[config.mk]
export PLATFORM = sky130hd
export DESIGN_NAME = rx_buffer_ctrl
export DESIGN_NICKNAME = d
export VERILOG_FILES = /design/src/rtl/rx_buf_pkg.sv /design/src/rtl/rx_buf_ram.sv /design/src/rtl/rx_buffer_ctrl.sv
export SDC_FILE = /design/constraint.sdc
export NUM_CORES = 1
export LEC_CHECK = 0
export CORE_MARGIN = 2
export CORE_UTILIZATION = 50
export DETAILED_ROUTE_END_ITERATION = 10
export PLACE_DENSITY = 0.8
export SKIP_CTS_REPAIR_TIMING = 1
export SLEW_MARGIN = 20
export SYNTH_ARGS = -nofsm -noshare
export SYNTH_HDL_FRONTEND = slang
export SYNTH_SLANG_ARGS = --single-unit
[constraint.sdc]
create_clock -name clk -period 3.4 [get_ports clk]
set_clock_uncertainty 0.1 [all_clocks]
set_input_delay 0.68 -clock clk [delete_from_list [all_inputs] [get_ports clk]]
set_output_delay 0.68 -clock clk [all_outputs]
set_load 0.02 [all_outputs]
[src/rtl/rx_buf_pkg.sv]
// Shared defaults and helpers for the receive capture buffer.
package rx_buf_pkg;

  localparam int RX_DATA_W_DEF = 8;
  localparam int RX_DEPTH_DEF  = 16;
  localparam int RX_CNT_W_DEF  = 16;

  function automatic int ptr_w(input int depth);
    return $clog2(depth);
  endfunction

endpackage

[src/rtl/rx_buf_ram.sv]
// Storage array for the receive buffer: synchronous write, asynchronous read.
module rx_buf_ram
  import rx_buf_pkg::*;
#(
  parameter int DATA_W = RX_DATA_W_DEF,
  parameter int DEPTH  = RX_DEPTH_DEF
) (
  input  logic                     clk,
  input  logic                     we,
  input  logic [ptr_w(DEPTH)-1:0]  waddr,
  input  logic [DATA_W-1:0]        wdata,
  input  logic [ptr_w(DEPTH)-1:0]  raddr,
  output logic [DATA_W-1:0]        rdata
);

  logic [DATA_W-1:0] mem [DEPTH];

  always_ff @(posedge clk) begin
    if (we) begin
      mem[waddr] <= wdata;
    end
  end

  assign rdata = mem[raddr];

endmodule

[src/rtl/rx_buffer_ctrl.sv]
// Receive-side FIFO controller: captures receiver words, throttles the
// receiver near full, and reports drops plus an accepted-word count.
module rx_buffer_ctrl
  import rx_buf_pkg::*;
#(
  parameter int DATA_W    = RX_DATA_W_DEF,
  parameter int DEPTH     = RX_DEPTH_DEF,
  parameter int AFULL_LVL = DEPTH - 2,
  parameter int CNT_W     = RX_CNT_W_DEF
) (
  input  logic                       clk,
  input  logic                       rst,
  input  logic                       rx_done_sig,
  input  logic [DATA_W-1:0]          rx_data,
  output logic                       rx_en_sig,
  output logic [DATA_W-1:0]          number_data,
  output logic                       data_valid,
  input  logic                       data_ready,
  output logic [$clog2(DEPTH):0]     level,
  output logic                       overflow,
  input  logic                       clr_ovf,
  output logic [CNT_W-1:0]           rx_count
);

  localparam int PW = ptr_w(DEPTH);
  localparam int LW = PW + 1;

  logic [PW-1:0]    wr_ptr_reg, rd_ptr_reg;
  logic [LW-1:0]    level_reg, level_next;
  logic             rx_en_reg, ovf_reg;
  logic [CNT_W-1:0] cnt_reg;
  logic             full, pop, push, drop;

  always_comb begin
    full       = (level_reg == LW'(DEPTH));
    pop        = (level_reg != '0) && data_ready;
    // A pop in the same cycle frees the slot, so a push into a full FIFO still lands.
    push       = rx_done_sig && (!full || pop);
    drop       = rx_done_sig && full && !pop;
    level_next = level_reg + LW'(push) - LW'(pop);
  end

  always_ff @(posedge clk) begin
    if (rst) begin
      wr_ptr_reg <= '0;
      rd_ptr_reg <= '0;
      level_reg  <= '0;
      rx_en_reg  <= 1'b0;
      ovf_reg    <= 1'b0;
      cnt_reg    <= '0;
    end else begin
      if (push) wr_ptr_reg <= wr_ptr_reg + PW'(1);
      if (pop)  rd_ptr_reg <= rd_ptr_reg + PW'(1);
      level_reg <= level_next;
      rx_en_reg <= (level_next < LW'(AFULL_LVL));
      // Set has priority over clear so a drop is never lost.
      if (drop)         ovf_reg <= 1'b1;
      else if (clr_ovf) ovf_reg <= 1'b0;
      if (push) cnt_reg <= cnt_reg + CNT_W'(1);
    end
  end

  rx_buf_ram #(
    .DATA_W (DATA_W),
    .DEPTH  (DEPTH)
  ) u_ram (
    .clk   (clk),
    .we    (push && !rst),
    .waddr (wr_ptr_reg),
    .wdata (rx_data),
    .raddr (rd_ptr_reg),
    .rdata (number_data)
  );

  assign data_valid = (level_reg != '0);
  assign level      = level_reg;
  assign rx_en_sig  = rx_en_reg;
  assign overflow   = ovf_reg;
  assign rx_count   = cnt_reg;

endmodule

==> results of run 1 <==
==> through the flow <==
step	util [%]	total power, mW	hold slack, ns	cell area [sq um]
after floorplan	-	3.178	0.3629	6594
after global placement	57.71	3.538	0.3816	7342
after detailed placement	57.71	3.585	0.3935	7342
after CTS	62.27	5.459	0.4057	7923
after global routing	62.64	5.730	0.4295	7969
final	62.64	5.487	0.4057	7969
==> layout by cell type, fill, tap and decap left out, drive strengths merged, types with 16 or more instances in the layout <==
cell type,netlist,routed
inv,11,16
a22oi,16,16
edfxtp,128,128
dfxtp,35,35
clkdlybuf4s50,0,44
mux4,32,32
nand2,16,16
clkbuf,12,18
nor2,35,35
buf,9,22
==> worst paths after layout <==
kind                              from  slack (ns)                   endpoint  cells after the start
min          rx_count[13]$_SDFFE_PP0P_        0.41  rx_count[13]$_SDFFE_PP0P_                      2
max                           register        0.14             number_data[6]                      5
max reg2reg        level[3]$_SDFF_PP0_        0.27       rx_en_sig$_SDFF_PP0_                     14
min reg2reg  rx_count[13]$_SDFFE_PP0P_        0.41  rx_count[13]$_SDFFE_PP0P_                      2
==> final cells by class <==
| class | count | area share [%] |
|---|---|---|
| Clock inverter | 15 | 1.947 |
| Tap cell | 172 | 2.701 |
| Sequential cell | 163 | 57.04 |
| Inverter | 11 | 0.5181 |
| Multi-Input combinational cell | 211 | 24.23 |
| Timing Repair Buffer | 67 | 8.227 |
| Clock buffer | 17 | 5.338 |
==> tightest hold or removal path: cells and delay by family (launching register included) <==
kind | cells | cell delay (ns)
AOI/OAI and AO/OA | 2 | 0.12
DFF | 1 | 0.33
==> report_power, final <==
part | leakage (nW) | internal (mW) | total (mW) | switching, mW
clock | 0.288 | 1.09 | 1.86 | 0.775
combinational | 0.900 | 0.666 | 1.33 | 0.659
sequential | 1.44 | 2.23 | 2.30 | 0.0732
total | 2.63 | 3.98 | 5.49 | 1.51
==> kinds of logic (layout without fill, tap and decap cells) <==
group | count (synthesis) | in the layout | synth area share [%]
DFF | 163 | 163 | 68.92
and+or+nand+nor | 98 | 98 | 7.799
AOI/OAI and AO/OA | 50 | 50 | 5.180
muxes | 35 | 35 | 11.40
buffers and inverters | 32 | 110 | 2.125
xor gates and xnor gates | 15 | 15 | 1.992
adders and majority gates | 13 | 13 | 2.581
==> routing by layer <==
metal	vias up	track usage, %	part of all wire (%)
li1	1710	-	-
met1	1894	24.38	40
met2	123	33.23	53
met3	12	5.699	5.8
met4	0	6.399	0.86
met5	-	0	0
==> metrics.txt, run 1 <==
max reg flops 128; count leader, synth edfxtp_1; crit path DAT 2.48 ns; die height 118.8 microns; vias in the first global route 3811; unrepaired setup endpoints after global routing no; CTS sink count 163; Max stage delay on crit path 0.55 ns; CTS buffer count 17; post-synthesis register bit count 163; die area 14120 sq um; gr usage total 19.63%; CTS HTree Levels 4; global route overflow 0; initial antenna violation count 0; drt drc 0; Vias 3739; fmax 0.3068 GHz; Layout Nets 497; Post-Syn Area 6594 sq um; pre-CTS setup slack 0.005286 ns; fill cell count 946; Net Count, Synth 432; ys async rst share 0%; TritonCTS clock tree built; Crit-path slowest cell clkdlybuf4s50_1; PD cells 688.6 nW/um^2; clk_lat worst skew 0.42 ns; crit path kind reg2out; Finish-stage setup viols 0; Relative slew margins 41.38%; Synth area leaders edfxtp_1 (58%), mux4_2 (11%), dfxtp_1 (11%); min Tclk post-route 3.260 ns; DRT Pass-1 Iters 5; initial DRC count 319; Worst Slack Setup Final 0.1401 ns; synth warn 0; CP max FO 16; Critical Path Sink Type primary output; Req. time, crit path 2.62 ns; Final Max Slew Viols 0; Initial Util 51.83%; Core ar. 12720 sq um; synth cell count leaders edfxtp_1 (128), dfxtp_1 (35), nor2_1 (35); I/O Buffers 44; largest area contributor in the netlist edfxtp_1; kind of cell adding the most delay to the critical path buffers and inverters; Leakage 2.625 nW; Distinct cells, synth 47; area of the multi-input gates 1931 sq um; Routability Congestion 0.7901; clock tree buffer depth 2; EDFF count, synth 128; largest net degree at the start of global routing 34; Setup TNS Final 0 ns; Clock Tree Root clkbuf_16; status finished clean; area grow syn2layout 20.85%; CP cell instances buf_12 > mux4_2 > a22oi_1 > nand2_1 > clkdlybuf4s50_1; Main synth FF type edfxtp_1; Ant. Diodes 0; Max-Cap Viols 0; Peak supply drop 0.5407 mV; Syn Area/Cell 16.24 sq um; non-filler cells, final 656; Reg area 4546 sq um; number of placed instances, taps included 623; Antenna Nets Post-Route 0; worst hold path class reg2reg; share of layout cells above drive strength 1 20.25%; vias per cell 5.700; FP Rows 41; share of the synthesized area in the top cell type 58.29%; Reg clk slew, reported paths 0.06 ns; Wirelength per Cell 20.27 microns; fin crit share 95.88%; Worst-Margin Slew 0.8761 ns; Die Wd 118.8 microns; first-pass GRT wire length 20530 microns; io pins 45; WP buf/inv 2; final hold violation count 0; Gate Count Post-Synth 406; total wire length 13290 microns; Seq/Total Area, Yosys 68.92%; startpoint types register; hpwl dp 8283 microns
Note: power is estimated with default switching activity, not from simulation.
==> run 2: changes to the inputs <==
CORE_UTILIZATION = 58   (was 50)
PLACE_DENSITY = 0.79   (was 0.8)
==> run 2 against run 1 <==
Net effect: via count up 0.88%; non-clock buffer count down 2; utilization up 9.7 points; wire length down 0.73%.
==> metrics.txt, run 2 (synthesis gave the netlist of run 1 again) <==
total wire length 13200 microns; initial DRC count 265; commonest non-fill, non-tap cell in the layout edfxtp_1; Finish-stage setup viols 0; vias in the first global route 3967; DRT Pass-1 Iters 4; die area 12240 sq um; Critical Path Sink Type primary output; Core ar. 10980 sq um; Leakage 2.618 nW; Req. time, crit path 2.62 ns; Logic pwr share 22.9%; Worst Slack Setup Final 0.1257 ns; Reg clk slew, reported paths 0.06 ns; Worst-Margin Slew 0.8688 ns; Flop pwr share 40.9%; Layout Nets 495; Clock Power Share 36.2%; gr usage total 22.31%; Final Max Slew Viols 0; clk_lat worst skew 0.42 ns; Antenna Nets Post-Route 0; fmax 0.3054 GHz; first-pass GRT wire length 20720 microns; initial antenna violation count 0; startpoint types register; Relative slew margins 41.87%; CP max FO 16; TritonCTS clock tree built; min Tclk post-route 3.274 ns; I/O Buffers 44; final hold violation count 0; hpwl dp 8116 microns; most frequent cells in the layout edfxtp_1 (128), clkdlybuf4s50_1 (44), nor2_1 (35), dfxtp_1 (34), mux4_2 (32); worst hold path class reg2reg; FP Rows 38; crit path DAT 2.49 ns; max reg flops 128; R2R Path End rx_en_sig$_SDFF_PP0_; io pins 45; Ant. Diodes 0; fin crit share 96.30%; global route overflow 0; Psw 1.450 mW; drt drc 0; largest net degree at the start of global routing 33; share of layout cells above drive strength 1 18.46%; switching part of the total 25.77%; Die Wd 110.6 microns; CTS sink count 163; clock tree buffer depth 2; Int Pwr 4.178 mW; Vias 3772; CTS buffer count 17; unrepaired setup endpoints after global routing no; Clock Tree Root clkbuf_16; Wirelength per Cell 21.22 microns; Peak supply drop 0.5570 mV; PD cells 708.3 nW/um^2; pre-CTS setup slack 0.07019 ns; Initial Util 60.04%; Reg2Reg Depth 14; die height 110.6 microns; Max-Cap Viols 0; crit path kind reg2out; Routability Congestion 0.7888; final hold slack 0.4046 ns; area grow syn2layout 20.51%; worst setup path endpoint number_data[0]; FF-to-FF Start level[3]$_SDFF_PP0_; CTS HTree Levels 4; vias per cell 6.064; worst reg-to-reg setup slack 0.26 ns; Setup TNS Final 0 ns; status finished clean; Finished Core Util 72.35%
[run 2: cell types whose count changed in the layout (fill, tap and decap cells not counted), sizes merged]
cell / previous run / this run
inv: 16 / 11
clkinv: 7 / 2
clkinvlp: 1 / 3
clkbuf: 18 / 23
buf: 22 / 20
bufinv: 2 / 5
[run 2: power by group through the flow]
stage          clock network, mW  logic, mW  registers, mW
2_1_floorplan                  0      0.821           2.36
3_3_place_gp                   0       1.22           2.33
3_5_place_dp                   0       1.25           2.33
4_1_cts                     2.06       1.27           2.29
5_1_grt                     2.13       1.40           2.31
6_report                    2.04       1.29           2.30
[run 2: layout make-up]
cell class              instances  area (sq um)
fillers                       683          3037
multi-input cells             211          1918
clock inverters                10         181.4
inverters                      11         41.29
well taps                     140         175.2
repair buffers                 65         640.6
flip-flops and latches        163          4546
clock buffers                  22         444.2
[run 2: worst min-delay path by stage]
stage / start / slack, ns / end / cells past startpoint
2_1_floorplan: rd_ptr_reg[1]$_SDFFE_PP0N_ / 0.36 / register / 2
3_3_place_gp: rx_count[13]$_SDFFE_PP0P_ / 0.38 / rx_count[13]$_SDFFE_PP0P_ / 2
3_5_place_dp: rx_count[14]$_SDFFE_PP0P_ / 0.39 / rx_count[14]$_SDFFE_PP0P_ / 2
4_1_cts: rx_count[14]$_SDFFE_PP0P_ / 0.41 / rx_count[14]$_SDFFE_PP0P_ / 2
5_1_grt: rx_count[14]$_SDFFE_PP0P_ / 0.44 / rx_count[14]$_SDFFE_PP0P_ / 2
6_report: rx_count[14]$_SDFFE_PP0P_ / 0.40 / rx_count[14]$_SDFFE_PP0P_ / 2
[run 2: per-stage QoR]
stage,total power [mW],instances,area (sq um)
floorplan,3.178,406,6594
detailed placement,3.584,589,7287
finish,5.628,622,7946
CTS,5.614,621,7913
global route,5.838,622,7946
global placement,3.549,589,7287
[run 2: critical path, cell delays in order (launching register included)]
cell and delay (ns):
dfxtp_2 0.39, buf_12 0.20, mux4_2 0.53, a22oi_1 0.32, nand2_1 0.09, clkdlybuf4s50_1 0.55
[run 2: routing by layer]
metal | track usage [%] | wire length [microns]
met1 | 27.76 | 5358
met2 | 37.87 | 6833
met3 | 6.696 | 767
met4 | 6.917 | 237
met5 | 0 | 0
==> run 3: changes to the inputs <==
ABC_AREA = 1   (was unset)
CORE_UTILIZATION = 60   (was 58)
CTS_BUF_LIST = sky130_fd_sc_hd__clkbuf_8   (was unset)
PLACE_DENSITY = 0.81   (was 0.79)
RECOVER_POWER = 25   (was unset)
==> run 3 against run 2 <==
Net effect: first-iteration DRC count rose by 75%; hold slack got worse by 0.022 ns; global-route usage rose by 1.4 points; flip-flop and latch count did not move; synthesized area rose by 7.2%; largest cell class unchanged; critical path type unchanged; highest routed layer unchanged; wire length rose by 9.5%; clock power fell by 44%.
==> metrics.txt, run 3 <==
Syn Area/Cell 10.48 sq um; Net Count, Synth 701; CTS sink count 163; kind of cell adding the most delay to the critical path buffers and inverters; synth warn 0; worst reg-to-reg setup slack 0.61 ns; Vias 4930; Gate Count Post-Synth 675; FF-to-FF Start level[3]$_SDFF_PP0_; clock tree buffer depth 2; Req. time, crit path 2.62 ns; status finished clean; drt drc 0; Critical Path Sink Type primary output; Layout Nets 759; CP cell instances buf_4 > o211ai_1 > nand3_1 > nand3_1 > nand2_1 > clkdlybuf4s50_1; DRT Pass-1 Iters 5; crit path DAT 2.40 ns; startpoint types register; Relative slew margins 58.71%; FP Rows 39; switching part of the total 32.28%; Synth area leaders edfxtp_1 (54%), dfxtp_1 (9.9%), nand2_1 (5.7%); worst hold path cell count 2; Leakage 3.027 nW; vias in the first global route 4854; Core ar. 11470 sq um; io pins 45; final hold violation count 0; Die Wd 112.6 microns; number of placed instances, taps included 857; Final Cell Area 8059 sq um; share of layout cells above drive strength 1 8.859%; Ant. Diodes 0; fmax 0.3144 GHz; crit-path most repeated cell nand3_1; Seq/Total Area, Yosys 64.26%; initial DRC count 464; post-synthesis register bit count 163; CTS buffer count 17; TritonCTS clock tree built; synth cell count leaders edfxtp_1 (128), nand2_1 (108), inv_1 (99); Int Pwr 3.227 mW; max reg flops 128; min Tclk post-route 3.181 ns; largest net degree at the start of global routing 63; hpwl dp 9657 microns; CTS HTree Levels 4; Flop pwr share 48.6%; initial antenna violation count 0; Reg2Reg Depth 15; Wirelength per Cell 16.28 microns; share of the synthesized area in the top cell type 54.35%; largest area contributor in the netlist edfxtp_1; Routability Congestion 0.8385; Worst Hold End overflow$_SDFFE_PP0P_; Cell Area, Placed 7750 sq um; Peak supply drop 0.5922 mV; Max stage delay on crit path 0.61 ns; R2R Path End rx_en_sig$_SDFF_PP0_; clk_lat worst skew 0.45 ns; non-filler cells, final 888; commonest non-fill, non-tap cell in the layout edfxtp_1; Crit-path slowest cell clkdlybuf4s50_1; Initial Util 61.67%; total wire length 14460 microns; die height 112.6 microns; worst hold path class reg2reg; min-delay src overflow$_SDFFE_PP0P_; Distinct cells, synth 28; ys async rst share 0%; Clock Power Share 24.0%; global route overflow 0; crit path kind reg2out; Antenna Nets Post-Route 0; CP max FO 34; unrepaired setup endpoints after global routing no; Final Max Slew Viols 0; gr usage total 23.70%; Max-Cap Viols 0; most frequent cells in the layout edfxtp_1 (128), nand2_1 (108), inv_1 (99), nand3_1 (61), nor2_1 (53); Post-Syn Area 7072 sq um; die area 12670 sq um; Reg clk slew, reported paths 0.08 ns; PD cells 591.3 nW/um^2; Worst-Margin Slew 0.6174 ns; I/O Buffers 44; vias per cell 5.552; first-pass GRT wire length 23310 microns; WP buf/inv 2; Finish-stage setup viols 0; fin crit share 93.55%; EDFF count, synth 128; Logic pwr share 27.5%; Psw 1.538 mW; Main synth FF type edfxtp_1; count leader, synth edfxtp_1; Clock Tree Root clkbuf_8; final hold slack 0.3829 ns; area grow syn2layout 13.96%
[run 3: cell count changes after synthesis, moves of 16 or more]
| cell | delta |
|---|---|
| nand3_1 | +55 |
| a22oi_1 | -16 |
| o211ai_1 | +32 |
| nand2_1 | +92 |
| a21oi_1 | +33 |
| inv_1 | +88 |
| nor2_1 | +18 |
| o21ai_0 | +36 |
| mux4_2 | -32 |
[run 3: tightest hold or removal path, stage by stage, from the launching register on]
cell and delay (ns):
dfxtp_1 0.32, nand2_1 0.06, a21oi_1 0.06
[run 3: worst max path at each step]
stage | end | slack [ns] | cells past startpoint
3_3_place_gp | rx_en_sig$_SDFF_PP0_ | 0.24 | 14
6_report | number_data[3] | 0.22 | 6
4_1_cts | number_data[5] | -0.07 | 5
5_1_grt | number_data[2] | 0.05 | 7
3_5_place_dp | rx_en_sig$_SDFF_PP0_ | 0.14 | 14
2_1_floorplan | rx_en_sig$_SDFF_PP0_ | 0.54 | 15
[run 3: area by class of cell]
cell class	count	area (sq um)
multi-input cells	382	1993
well taps	143	178.9
clock buffers	17	234.0
clock inverters	14	73.82
inverters	100	375.4
repair buffers	69	653.1
fillers	864	3408
flip-flops and latches	163	4551
[run 3: logic make-up (layout without fill, tap and decap cells)]
group | count (synthesis) | count (layout) | share of synthesized area, %
simple gates | 241 | 241 | 15.00
xor+xnor | 9 | 9 | 1.115
flops | 163 | 163 | 64.26
fa+ha+maj | 13 | 13 | 2.406
compound gates | 119 | 119 | 9.660
buf+inv | 130 | 200 | 7.555
[run 3: metal layers]
layer  routed length (microns)  vias up  track usage [%]
met2                      7220      155            39.88
met3                       723       21            4.536
li1                          -     2391                -
met4                       261        0            11.14
met5                         0        -                0
met1                      6252     2363            29.77
[run 3: metrics by stage]
step	util [%]	worst slack (ns)	power [mW]	setup TNS, ns
after floorplan	-	0.5377	3.243	0
after global placement	67.58	0.2389	3.604	0
after detailed placement	67.58	0.1373	3.668	0
after CTS	70.27	-0.07097	4.791	-0.2829
after global routing	70.28	0.04796	5.029	0
final	70.28	0.2194	4.765	0
[run 3: power by group through the flow]
stage,registers (mW),logic [mW],clock network (mW)
CTS,2.32,1.31,1.16
global placement,2.36,1.25,0
detailed placement,2.36,1.31,0
floorplan,2.35,0.893,0
global route,2.33,1.46,1.24
finish,2.31,1.31,1.14
